`src/rtl/xalu_pkg.sv`:
```
// Shared constants for the nibble-serial ALU: opcodes, FSM encoding, slice width.
package xalu_pkg;

   localparam int unsigned NIBBLE_W = 4;
   localparam int unsigned OP_W     = 3;

   localparam logic [OP_W-1:0] OP_ADD   = 3'd0;
   localparam logic [OP_W-1:0] OP_AND   = 3'd1;
   localparam logic [OP_W-1:0] OP_OR    = 3'd2;
   localparam logic [OP_W-1:0] OP_XOR   = 3'd3;
   localparam logic [OP_W-1:0] OP_PASSA = 3'd4;
   localparam logic [OP_W-1:0] OP_PASSB = 3'd5;
   localparam logic [OP_W-1:0] OP_SHR   = 3'd6;
   localparam logic [OP_W-1:0] OP_SHL   = 3'd7;

   typedef enum logic [1:0] {
      ST_IDLE = 2'd0,
      ST_RUN  = 2'd1,
      ST_DONE = 2'd2
   } state_t;

endpackage

```
`src/rtl/xalu_slice.sv`:
```
// Combinational 4-bit ALU slice; carry/shift bits enter and leave on either side.
module xalu_slice
   import xalu_pkg::*;
(
   input  logic [NIBBLE_W-1:0] a,
   input  logic [NIBBLE_W-1:0] b,
   input  logic [OP_W-1:0]     f,
   input  logic                com,
   input  logic                ci_left,
   input  logic                ci_right,
   output logic [NIBBLE_W-1:0] d,
   output logic                co_left,
   output logic                co_right,
   output logic                equ,
   output logic                zero,
   output logic                neg_zero
);

   logic [NIBBLE_W:0]   sum;
   logic [NIBBLE_W-1:0] raw;

   // Function select; complement applies to the data nibble only, never the carries
   always_comb begin
      raw      = '0;
      co_left  = 1'b0;
      co_right = 1'b0;
      sum      = {1'b0, a} + {1'b0, b} + (NIBBLE_W+1)'(ci_right);
      case (f)
         OP_ADD: begin
            raw     = sum[NIBBLE_W-1:0];
            co_left = sum[NIBBLE_W];
         end
         OP_AND:   raw = a & b;
         OP_OR:    raw = a | b;
         OP_XOR:   raw = a ^ b;
         OP_PASSA: raw = a;
         OP_PASSB: raw = b;
         OP_SHR: begin
            raw      = {ci_left, a[NIBBLE_W-1:1]};
            co_right = a[0];
         end
         OP_SHL: begin
            raw     = {a[NIBBLE_W-2:0], ci_right};
            co_left = a[NIBBLE_W-1];
         end
         default: raw = '0;
      endcase
      d        = raw ^ {NIBBLE_W{com}};
      equ      = (a == b);
      zero     = (d == '0);
      neg_zero = &d;
   end

endmodule

```
`src/rtl/xalu_seq.sv`:
```
// Nibble-serial sequencer: steps one xalu_slice across a W-bit operation.
module xalu_seq
   import xalu_pkg::*;
#(
   parameter  int unsigned NIBBLES = 4,
   localparam int unsigned W       = NIBBLE_W * NIBBLES
) (
   input  logic            clk,
   input  logic            rst,
   input  logic            start,
   input  logic [OP_W-1:0] op,
   input  logic            com,
   input  logic [W-1:0]    a,
   input  logic [W-1:0]    b,
   input  logic            cin,
   output logic            busy,
   output logic            done,
   output logic [W-1:0]    result,
   output logic            cout,
   output logic            zero,
   output logic            neg_zero,
   output logic            equ
);

   localparam int unsigned IDX_W = $clog2(NIBBLES);

   state_t state_q, state_nx;

   logic [W-1:0]        a_q, b_q, shadow_q, shadow_nx;
   logic [OP_W-1:0]     op_q;
   logic                com_q, carry_q, carry_nx, equ_acc_q, equ_nx;
   logic [IDX_W-1:0]    idx_q, pos;
   logic                last_nib, accept;
   logic [NIBBLE_W-1:0] a_nib, b_nib, slice_d;
   logic                ci_left, ci_right, co_left, co_right, slice_equ;
   logic                slice_zero_unused, slice_neg_zero_unused;
   logic                busy_nx, done_nx;

   assign accept   = (state_q == ST_IDLE) && start;
   assign last_nib = (idx_q == IDX_W'(NIBBLES - 1));

   // State register
   always_ff @(posedge clk) begin
      if (rst) state_q <= ST_IDLE;
      else     state_q <= state_nx;
   end

   // Next-state logic
   always_comb begin
      state_nx = state_q;
      case (state_q)
         ST_IDLE: if (start)    state_nx = ST_RUN;
         ST_RUN:  if (last_nib) state_nx = ST_DONE;
         ST_DONE:               state_nx = ST_IDLE;
         default:               state_nx = ST_IDLE;
      endcase
   end

   // Status outputs decoded from the next state so the registered copies align with it
   always_comb begin
      busy_nx = 1'b0;
      done_nx = 1'b0;
      if (state_nx == ST_RUN)  busy_nx = 1'b1;
      if (state_nx == ST_DONE) done_nx = 1'b1;
   end

   // Registered status outputs
   always_ff @(posedge clk) begin
      if (rst) begin
         busy <= 1'b0;
         done <= 1'b0;
      end else begin
         busy <= busy_nx;
         done <= done_nx;
      end
   end

   // Nibble position (SHR walks MSN first) and carry steering into the slice
   always_comb begin
      pos      = (op_q == OP_SHR) ? (IDX_W'(NIBBLES - 1) - idx_q) : idx_q;
      a_nib    = '0;
      b_nib    = '0;
      for (int i = 0; i < NIBBLES; i++) begin
         if (pos == IDX_W'(i)) begin
            a_nib = a_q[i*NIBBLE_W +: NIBBLE_W];
            b_nib = b_q[i*NIBBLE_W +: NIBBLE_W];
         end
      end
      ci_right = ((op_q == OP_ADD) || (op_q == OP_SHL)) ? carry_q : 1'b0;
      ci_left  = (op_q == OP_SHR) ? carry_q : 1'b0;
   end

   xalu_slice u_slice (
      .a        (a_nib),
      .b        (b_nib),
      .f        (op_q),
      .com      (com_q),
      .ci_left  (ci_left),
      .ci_right (ci_right),
      .d        (slice_d),
      .co_left  (co_left),
      .co_right (co_right),
      .equ      (slice_equ),
      .zero     (slice_zero_unused),
      .neg_zero (slice_neg_zero_unused)
   );

   // Next carry, shadow with the current nibble merged in, and running equality
   always_comb begin
      carry_nx  = 1'b0;
      if ((op_q == OP_ADD) || (op_q == OP_SHL)) carry_nx = co_left;
      else if (op_q == OP_SHR)                  carry_nx = co_right;
      shadow_nx = shadow_q;
      for (int i = 0; i < NIBBLES; i++) begin
         if (pos == IDX_W'(i)) shadow_nx[i*NIBBLE_W +: NIBBLE_W] = slice_d;
      end
      equ_nx    = equ_acc_q & slice_equ;
   end

   // Operand latch, per-nibble stepping and final result capture
   always_ff @(posedge clk) begin
      if (rst) begin
         a_q       <= '0;
         b_q       <= '0;
         op_q      <= OP_ADD;
         com_q     <= 1'b0;
         carry_q   <= 1'b0;
         idx_q     <= '0;
         shadow_q  <= '0;
         equ_acc_q <= 1'b0;
         result    <= '0;
         cout      <= 1'b0;
         zero      <= 1'b0;
         neg_zero  <= 1'b0;
         equ       <= 1'b0;
      end else if (accept) begin
         a_q       <= a;
         b_q       <= b;
         op_q      <= op;
         com_q     <= com;
         carry_q   <= cin;
         idx_q     <= '0;
         shadow_q  <= '0;
         equ_acc_q <= 1'b1;
      end else if (state_q == ST_RUN) begin
         carry_q   <= carry_nx;
         idx_q     <= idx_q + IDX_W'(1);
         shadow_q  <= shadow_nx;
         equ_acc_q <= equ_nx;
         if (last_nib) begin
            result   <= shadow_nx;
            cout     <= carry_nx;
            zero     <= (shadow_nx == '0);
            neg_zero <= &shadow_nx;
            equ      <= equ_nx;
         end
      end
   end

endmodule

```
`config.mk`:
```
export PLATFORM = sky130hd
export DESIGN_NAME = xalu_seq
export DESIGN_NICKNAME = d
export VERILOG_FILES = /design/src/rtl/xalu_pkg.sv /design/src/rtl/xalu_slice.sv /design/src/rtl/xalu_seq.sv
export SDC_FILE = /design/constraint.sdc
export NUM_CORES = 1
export LEC_CHECK = 0
export CAP_MARGIN = 20
export CELL_PAD_IN_SITES_DETAIL_PLACEMENT = 0
export CELL_PAD_IN_SITES_GLOBAL_PLACEMENT = 2
export CORE_MARGIN = 10
export CORE_UTILIZATION = 32
export CTS_BUF_LIST = sky130_fd_sc_hd__clkbuf_8 sky130_fd_sc_hd__clkbuf_16
export DETAILED_ROUTE_END_ITERATION = 8
export HOLD_SLACK_MARGIN = 0.12
export MAX_ROUTING_LAYER = met4
export PLACE_DENSITY_LB_ADDON = 0.1
export SETUP_SLACK_MARGIN = 0.15
export SYNTH_ARGS = -nofsm -noshare
export SYNTH_HDL_FRONTEND = slang
export SYNTH_SLANG_ARGS = --single-unit
```
`constraint.sdc`:
```
create_clock -name clk -period 5 [get_ports clk]
set_input_delay 1 -clock clk [delete_from_list [all_inputs] [get_ports clk]]
set_output_delay 1 -clock clk [all_outputs]
set_load 0.02 [all_outputs]
```
### Yosys cells after proc, flatten, opt, wreduce, memory -nomap -nowiden

Index checks and enable logic that the tools add are counted.

| storage, ports and cells | value |
|---|---|
| input bits | 40 |
| flip-flop bits (word level) | 80 |
| output and inout port bits | 22 |
| word-level logic and storage cells | 78 |

| operators by class | value |
|---|---|
| equal/unequal tests | 15 |
| bitwise logic cells | 6 |
| muxes and demuxes | 27 |
| add/subtract/negate cells | 4 |
| reduce and logical (&&, ||, !) cells | 10 |

Operators by type and width:

| kind | number |
|---|---|
| $mux W4 | 12 |
| $pmux W4 S8 | 1 |
| $logic_not A16 Y1 | 1 |
| $reduce_and A16 Y1 | 1 |
| $eq A3 B3 Y1 const B | 4 |
| $mux W1 | 9 |
| $eq A2 B2 Y1 const B | 4 |
| $xor A4 B4 Y4 | 2 |
| $eq A2 B1 Y1 const B | 3 |
| $eq A3 B2 Y1 const B | 2 |
| $mux W2 | 3 |
| $add A4 B4 Y5 | 1 |
| $add A5 B1 Y5 | 1 |
| $and A4 B4 Y4 | 1 |
| $eq A4 B4 Y1 | 1 |
| $logic_not A2 Y1 | 2 |
| $or A4 B4 Y4 | 1 |
| $pmux W2 S2 | 1 |
| $eq A3 B1 Y1 const B | 1 |
| $logic_not A3 Y1 | 1 |
| $reduce_and A3 Y1 | 1 |
| $add A2 B1 Y2 const B | 1 |
| $pmux W1 S2 | 1 |
| $reduce_bool A2 Y1 | 1 |
| other kinds (6) | 6 |

### Longest topological paths before layout

Gate-level depths: netlist of run 1.

| depth | value |
|---|---|
| depth in word-level cells | 13 |
| depth in mapped cells | 19 |

### Hierarchy

A second synthesis of run 1 with hierarchy kept.

| unflattened totals | value |
|---|---|
| cell total of the unflattened synthesis | 537 |
| area total of the unflattened synthesis | 4,364.2 µm² |

By module, submodules not included:

| module | area an instance (µm²) | times used | cells an instance | sequential area each (µm²) |
|---|---|---|---|---|
| xalu_seq | 3,693.5 | 1 | 447 | 1,601.5 |
| xalu_slice | 670.6 | 1 | 90 | 0.0 |

### Worst setup path after synthesis of run 1

No wires, ideal clock.

| timing path | value |
|---|---|
| path type | register to register |
| from | register idx_q[0] |
| to | register neg_zero |
| data arrival time | 3,840 ps |
| slack | 1,091 ps |
| library setup time | 69 ps |
| path buffers | 1 |
| data required time | 4,931 ps |
| stages on the path, launching flop included | 17 |
| path through | dfxtp_1 > inv_2 > clkbuf_1 > or3_1 > and2_1 > a32o_1 > fa_1 > fa_1 > xnor2_1 > nand2b_1 > and2_1 > nand2_1 > a31oi_1 > nor3_1 > nand4_1 > or4_1 > o21ai_1 |

| between the ends | value |
|---|---|
| longest elaborated chain between the ends | 13 |
| elaborated cells between the ends (all ways) | 28 |
| those cells by class | add/sub (3); eq/ne (4); mux (14); bitwise (4); reduce/logical (3) |

RTL lines:

| item | RTL line | text |
|---|---|---|
| start, declared | xalu_seq.sv:32 | `logic [IDX_W-1:0] idx_q, pos;` |
| start signal, assigned | xalu_seq.sv:147 | `idx_q <= idx_q + IDX_W'(1);` |
| $sub A2 B2 Y2 | xalu_seq.sv:80 | `pos = (op_q == OP_SHR) ? (IDX_W'(NIBBLES - 1) - idx_q) : idx_q;` |
| $mux W2 | xalu_seq.sv:80 |  |
| $logic_not A2 Y1 | xalu_seq.sv:84, xalu_seq.sv:115 |  |
| $mux W4 (4 in a row) | xalu_seq.sv:84 | `if (pos == IDX_W'(i)) begin` |
| $add A4 B4 Y5 | xalu_slice.sv:27 | `sum = {1'b0, a} + {1'b0, b} + (NIBBLE_W+1)'(ci_right);` |
| $add A5 B1 Y5 | xalu_slice.sv:27 |  |
| $pmux W4 S8 | xalu_slice.sv:28 | `case (f)` |
| $xor A4 B4 Y4 | xalu_slice.sv:48 | `d = raw ^ {NIBBLE_W{com}};` |
| $mux W4 | xalu_seq.sv:115 | `if (pos == IDX_W'(i)) shadow_nx[i*NIBBLE_W +: NIBBLE_W] = slice_d;` |
| $reduce_and A16 Y1 | xalu_seq.sv:154 | `neg_zero <= &shadow_nx;` |
| end signal, assigned | xalu_seq.sv:154 |  |
| end, declared | xalu_seq.sv:21 | `output logic neg_zero,` |

Parallel ways exist; a longest one is shown, timed or not.
A chain may end at the register's enable or synchronous reset.

### Worst setup path in the final report of run 1

| timing path | value |
|---|---|
| from | register idx_q[1] |
| to | register neg_zero |

The elaborated chain is that of the path after synthesis.

==> results.toml, run 1 <==
[cts]
cts_root_buf = "clkbuf_16"
cts_buffer_depth = 2
cts_tree = "done"
cts.sinks = 80
numCtsBuffers = 9
insertion_delay_ns = 0.35
clk_pin_slew_ns = 0.07
h-tree-depth = 3
hold_buffers = 0

[sta]
setup_violations = 0
max_clock_freq_ghz = 0.224
hold_violations = 0
finalCritPeriodShare = 0.893
rsz0062_at_grt = "no"
skew_ns = 0.0136
fin_crit_ns = 4.47
tightest_slew_ns = 1.04
finalSetupTns_ns = 0
drv_slew = 0
slew_headroom = 0.309

[synth]
synthArstFlopShare = 0
synth_edf_count = 0
synth-seq-cells = 80
synth_area_per_cell_um2 = 7.46
synth_seq_area_share = 0.329
ys_warn_count = 0
postSynthCellCount = 652
netlist_area_um2 = 4860
synth_top_flop_cell = "dfxtp_1"
synth_nets = 703
yosys.cell_types.count = 74

[power]
p_leak_nw = 2.13
finalPower_w = 0.00187
powerDensity_nw_per_um2 = 315
vdd_drop_max_v = 0.000171

[place]
placement.io_buffers = 61
dpl.hpwl_um = 12500
gp_congestion = 0.986

[floorplanning]
boundaryPins = 62
start_util = 0.331
die_x_um = 143
die_area_um2 = 20500
core_um2 = 14700
num_rows = 44
dieHeight_um = 143

[outcome]
status = "completed"

[worst_setup_path]
worstPathArrival_ns = 4.75
critPathLaunch = "idx_q[1]"
r2r_slack_ns = 0.53
worstPathMaxFanout = 19
required_ns = 5.28
critPathCapture = "neg_zero"
cp-start-kind = "flop"
timing.rr.end = "neg_zero"
crit_type = "flop to flop"
r2r_cells = 15
endpoint_kind = "flop"
worstReg2RegStart = "idx_q[1]"

[layout]
diodes = 0
postLayoutCoreUtil = 0.405
nFillCells = 1510
layout-drive-gt1-share = 0.0917
num-nets-final = 744
area_delta_synth_final_pct = 22.4

[grt]
grt_max_degree = 43
grt_use_total = 0.172
grt.overflow.total = 0
antenna_found_initial = 0
grt_pass1_wl_um = 26800
grt_pass1_vias = 4549

[detailed_routing]
viasPerCell = 5.47
drc = 0
route.vias.total = 4826
wl_um = 16900
route.detailed.wl_per_inst_um = 19.2
drtIter0Drc = 441
antenna_left = 0
dr.pass1.iters = 7

[flow_run]
cap_violations = 0

[hold_path]
min_path_type = "flop to flop"
whs_path_depth = 2
## worst max-delay path, stage by stage (launching register included)
cell and delay, ns:
dfxtp_1 0.78, inv_2 0.21, mux4_2 0.47, nor2_1 0.09, nor2_1 0.10, fa_1 0.48
fa_1 0.42, xnor2_1 0.19, nand2b_1 0.08, and2_1 0.19, nand2_1 0.07, a31oi_1 0.05
a211oi_1 0.45, nand4_1 0.14, or4_1 0.53, o21ai_1 0.13
## layout make-up
cell class	instances	area [um^2]	area share
Clock inverter	6	115	0.0193
Multi-Input combinational cell	511	2980	0.501
Clock buffer	10	239	0.0402
Inverter	13	48.8	0.00820
Timing Repair Buffer	78	731	0.123
Tap cell	184	230	0.0387
Sequential cell	80	1600	0.270
## state kept, by name, indices dropped and copies added (netlist names), 2 cells and up
| name | cells |
|---|---|
| a_q | 16 |
| b_q | 16 |
| idx_q | 2 |
| op_q | 3 |
| result | 16 |
| shadow_q | 16 |
| state_q | 2 |
## through the flow
stage	cells	setup slack (ns)	hold slack (ns)	area [um^2]
floorplan	652	1.09	0.432	4860
global placement	865	0.613	0.442	5590
detailed placement	865	0.516	0.447	5590
CTS	881	0.469	0.458	5940
global route	882	0.165	0.479	5950
finish	882	0.533	0.452	5950
## worst min-delay path by stage
stage	from	to	slack, ns
after floorplan	shadow_q[12]	shadow_q[12]	0.43
after global placement	shadow_q[12]	shadow_q[12]	0.44
after detailed placement	result[0]	result[0]	0.45
after CTS	result[8]	result[8]	0.46
after global routing	result[8]	result[8]	0.48
final	result[8]	result[8]	0.45
## power by group
part	switching (W)	internal, W	total [W]
Combinational	0.000234	0.000146	0.000380
Sequential	0.0000298	0.000662	0.000692
Clock	0.000296	0.000506	0.000801
## cells in the mapped netlist, types with 10 or more instances
cell type / number / area [um^2]
nand2_1: 157 / 589
a21oi_1: 82 / 410
dfxtp_1: 80 / 1600
nor2_1: 49 / 184
clkbuf_1: 32 / 120
nor3_1: 17 / 85.1
mux2i_1: 14 / 140
or3_1: 14 / 87.6
nand3_1: 13 / 65.1
a31oi_1: 11 / 68.8
nor4_1: 10 / 62.6
o21ai_0: 10 / 50.1
## cells by family (layout without fill, tap and decap cells)
kind of cell | Yosys count | count (layout) | synth area share
AOI/OAI and AO/OA | 172 | 172 | 0.234
adders and majority gates | 11 | 11 | 0.0314
and+or+nand+nor | 303 | 303 | 0.287
DFF | 80 | 80 | 0.329
buffers and inverters | 61 | 107 | 0.0579
muxes | 20 | 20 | 0.0520
xor gates and xnor gates | 5 | 5 | 0.00901
## layout by cell type, fill, tap and decap left out, types with 4 or more instances in the layout
master	Yosys	final
nor3_1	17	17
nand3b_1	4	4
xnor2_1	4	4
inv_2	4	4
o21ai_0	10	10
a21oi_1	82	82
nor4_1	10	10
nor2_1	49	49
clkdlybuf4s50_1	0	60
o21a_1	7	7
or3_1	14	14
mux2i_1	14	14
o22ai_1	4	4
inv_1	9	9
nand3_1	13	13
nand2b_1	7	7
clkbuf_16	0	9
dfxtp_1	80	78
ha_1	9	9
a211o_1	5	5
nand2_1	157	157
a31oi_1	11	11
and2_1	4	4
nand4_1	4	4
buf_4	4	16
o31ai_1	7	7
a21o_1	7	7
mux4_2	4	4
a211oi_1	4	4
## metal layers
| metal | vias up | global-route usage | routed length, um |
|---|---|---|---|
| met1 | 2291 | 0.251 | 8970 |
| li1 | 2384 | - | - |
| met2 | 140 | 0.234 | 6920 |
| met4 | 0 | 0.0521 | 220 |
| met3 | 11 | 0.0255 | 806 |
| met5 | - | - | 0 |
## what timing repair did
item,in CTS,in global routing
buffers inserted,0,0
setup endpoints to repair,0,1
gates resized for setup,0,2
Power figures use the tool's default switching activity.
==> inputs of run 2 (changes only) <==
CAP_MARGIN = default   (was 20)
==> results.toml, run 2 (same netlist as run 1, synthesis figures left out) <==
[sta]
setup_violations = 0
finalSetupTns_ns = 0
fin_crit_ns = 4.51
whs_ns = 0.452
tightest_slew_ns = 1.15
skew_ns = 0.0138
hold_violations = 0
finalCritPeriodShare = 0.901
slew_headroom = 0.227
drv_slew = 0
setup_slack_ns = 0.494
max_clock_freq_ghz = 0.222
rsz0062_at_grt = "no"

[layout]
layout_commonest_cell = "nand2_1"
layout-drive-gt1-share = 0.0904
layout_common_cells = "nand2_1 (157), a21oi_1 (82), dfxtp_1 (78)"
num-nets-final = 743
nFillCells = 1511
postLayoutCoreUtil = 0.404
multi_input_area_um2 = 2980
ff_latch_area_um2 = 1600
area_delta_synth_final_pct = 22.3
diodes = 0

[place]
gp_congestion = 0.986
dpl_worst_slack_ns = 0.516
dpl.hpwl_um = 12500
placement.io_buffers = 61

[floorplanning]
dieHeight_um = 143
boundaryPins = 62
die_area_um2 = 20500
die_x_um = 143
num_rows = 44
core_um2 = 14700
start_util = 0.331

[detailed_routing]
viasPerCell = 5.48
drtIter0Drc = 455
antenna_left = 0
route.detailed.wl_per_inst_um = 19.2
route.vias.total = 4831
dr.pass1.iters = 5
wl_um = 16900
drc = 0

[worst_setup_path]
timing.rr.end = "neg_zero"
path_cells = "inv_2 > mux4_2 > nor2_1 > nor2_1 > fa_1 > fa_1 > xnor2_1 > nand2b_1 > and2_1 > nand2_1 > a31oi_1 > a211oi_1 > nand4_1 > or4_1 > o21ai_1"
r2r_slack_ns = 0.49
worstPathMaxFanout = 19
cpMaxStageDelayCell = "dfxtp_1"
timing.critical_path.buf_inv = 1
cp-start-kind = "flop"
crit_type = "flop to flop"
max_stage_delay_ns = 0.79
r2r_cells = 15
worstPathArrival_ns = 4.79
endpoint_kind = "flop"
cp_top_family = "simple AND/OR/NAND/NOR gates"
worstReg2RegStart = "idx_q[1]"
required_ns = 5.28

[outcome]
status = "completed"

[cts]
numCtsBuffers = 9
insertion_delay_ns = 0.35
clk_pin_slew_ns = 0.07
cts_tree = "done"
cts_resized = 0
h-tree-depth = 3
cts_buffer_depth = 2
cts_root_buf = "clkbuf_16"
hold_buffers = 0
cts.sinks = 80
cts_setup_buffers = 0

[grt]
grt_pass1_vias = 4549
grt.overflow.total = 0
grt_pass1_wl_um = 26800
grt_max_degree = 43
grt_use_total = 0.172
antenna_found_initial = 0

[power]
vdd_drop_max_v = 0.000171
p_leak_nw = 2.13
powerDensity_nw_per_um2 = 315

[hold_path]
min_path_type = "flop to flop"
hold_start = "result[8]"
whs_path_depth = 2
hold-path-endpoint = "result[8]"

[flow_run]
cap_violations = 0
==> run 2: worst max path at each step <==
stage | cells past startpoint | from | endpoint
2_1_floorplan | 16 | idx_q[0] | neg_zero
4_1_cts | 15 | op_q[0] | neg_zero
3_3_place_gp | 16 | op_q[2] | neg_zero
3_5_place_dp | 15 | op_q[0] | neg_zero
6_report | 15 | idx_q[1] | neg_zero
5_1_grt | 14 | idx_q[1] | neg_zero
==> run 2: layout make-up <==
cell class,instances,area share
clock buffers,10,0.0402
multi-input cells,511,0.502
inverters,13,0.00821
repair buffers,77,0.122
clock inverters,6,0.0194
well taps,184,0.0387
flip-flops and latches,80,0.270
==> run 2: power breakdown <==
group / internal, W / switching, W / total (W)
sequential: 0.000662 / 0.0000296 / 0.000692
clock: 0.000506 / 0.000296 / 0.000801
combinational: 0.000146 / 0.000234 / 0.000379
==> run 2: stage by stage <==
stage,power [W],instances,cell area [um^2]
after floorplan,0.000953,652,4860
after global placement,0.00108,865,5590
after detailed placement,0.00108,865,5590
after CTS,0.00188,881,5940
after global routing,0.00195,881,5940
final,0.00187,881,5940
==> run 2: worst reg2reg max path, stage by stage, from the launching register on <==
cell and delay [ns]:
dfxtp_1 0.79, inv_2 0.22, mux4_2 0.48, nor2_1 0.09, nor2_1 0.10, fa_1 0.48, fa_1 0.42, xnor2_1 0.18
nand2b_1 0.08, and2_1 0.20, nand2_1 0.07, a31oi_1 0.05, a211oi_1 0.46, nand4_1 0.15, or4_1 0.54, o21ai_1 0.14
==> run 2: routing by layer <==
| layer | track usage | share of wire | vias up |
|---|---|---|---|
| met5 | - | 0 | - |
| met4 | 0.0521 | 0.013 | 0 |
| met3 | 0.0255 | 0.051 | 11 |
| met2 | 0.234 | 0.41 | 141 |
| met1 | 0.251 | 0.53 | 2300 |
| li1 | - | - | 2379 |
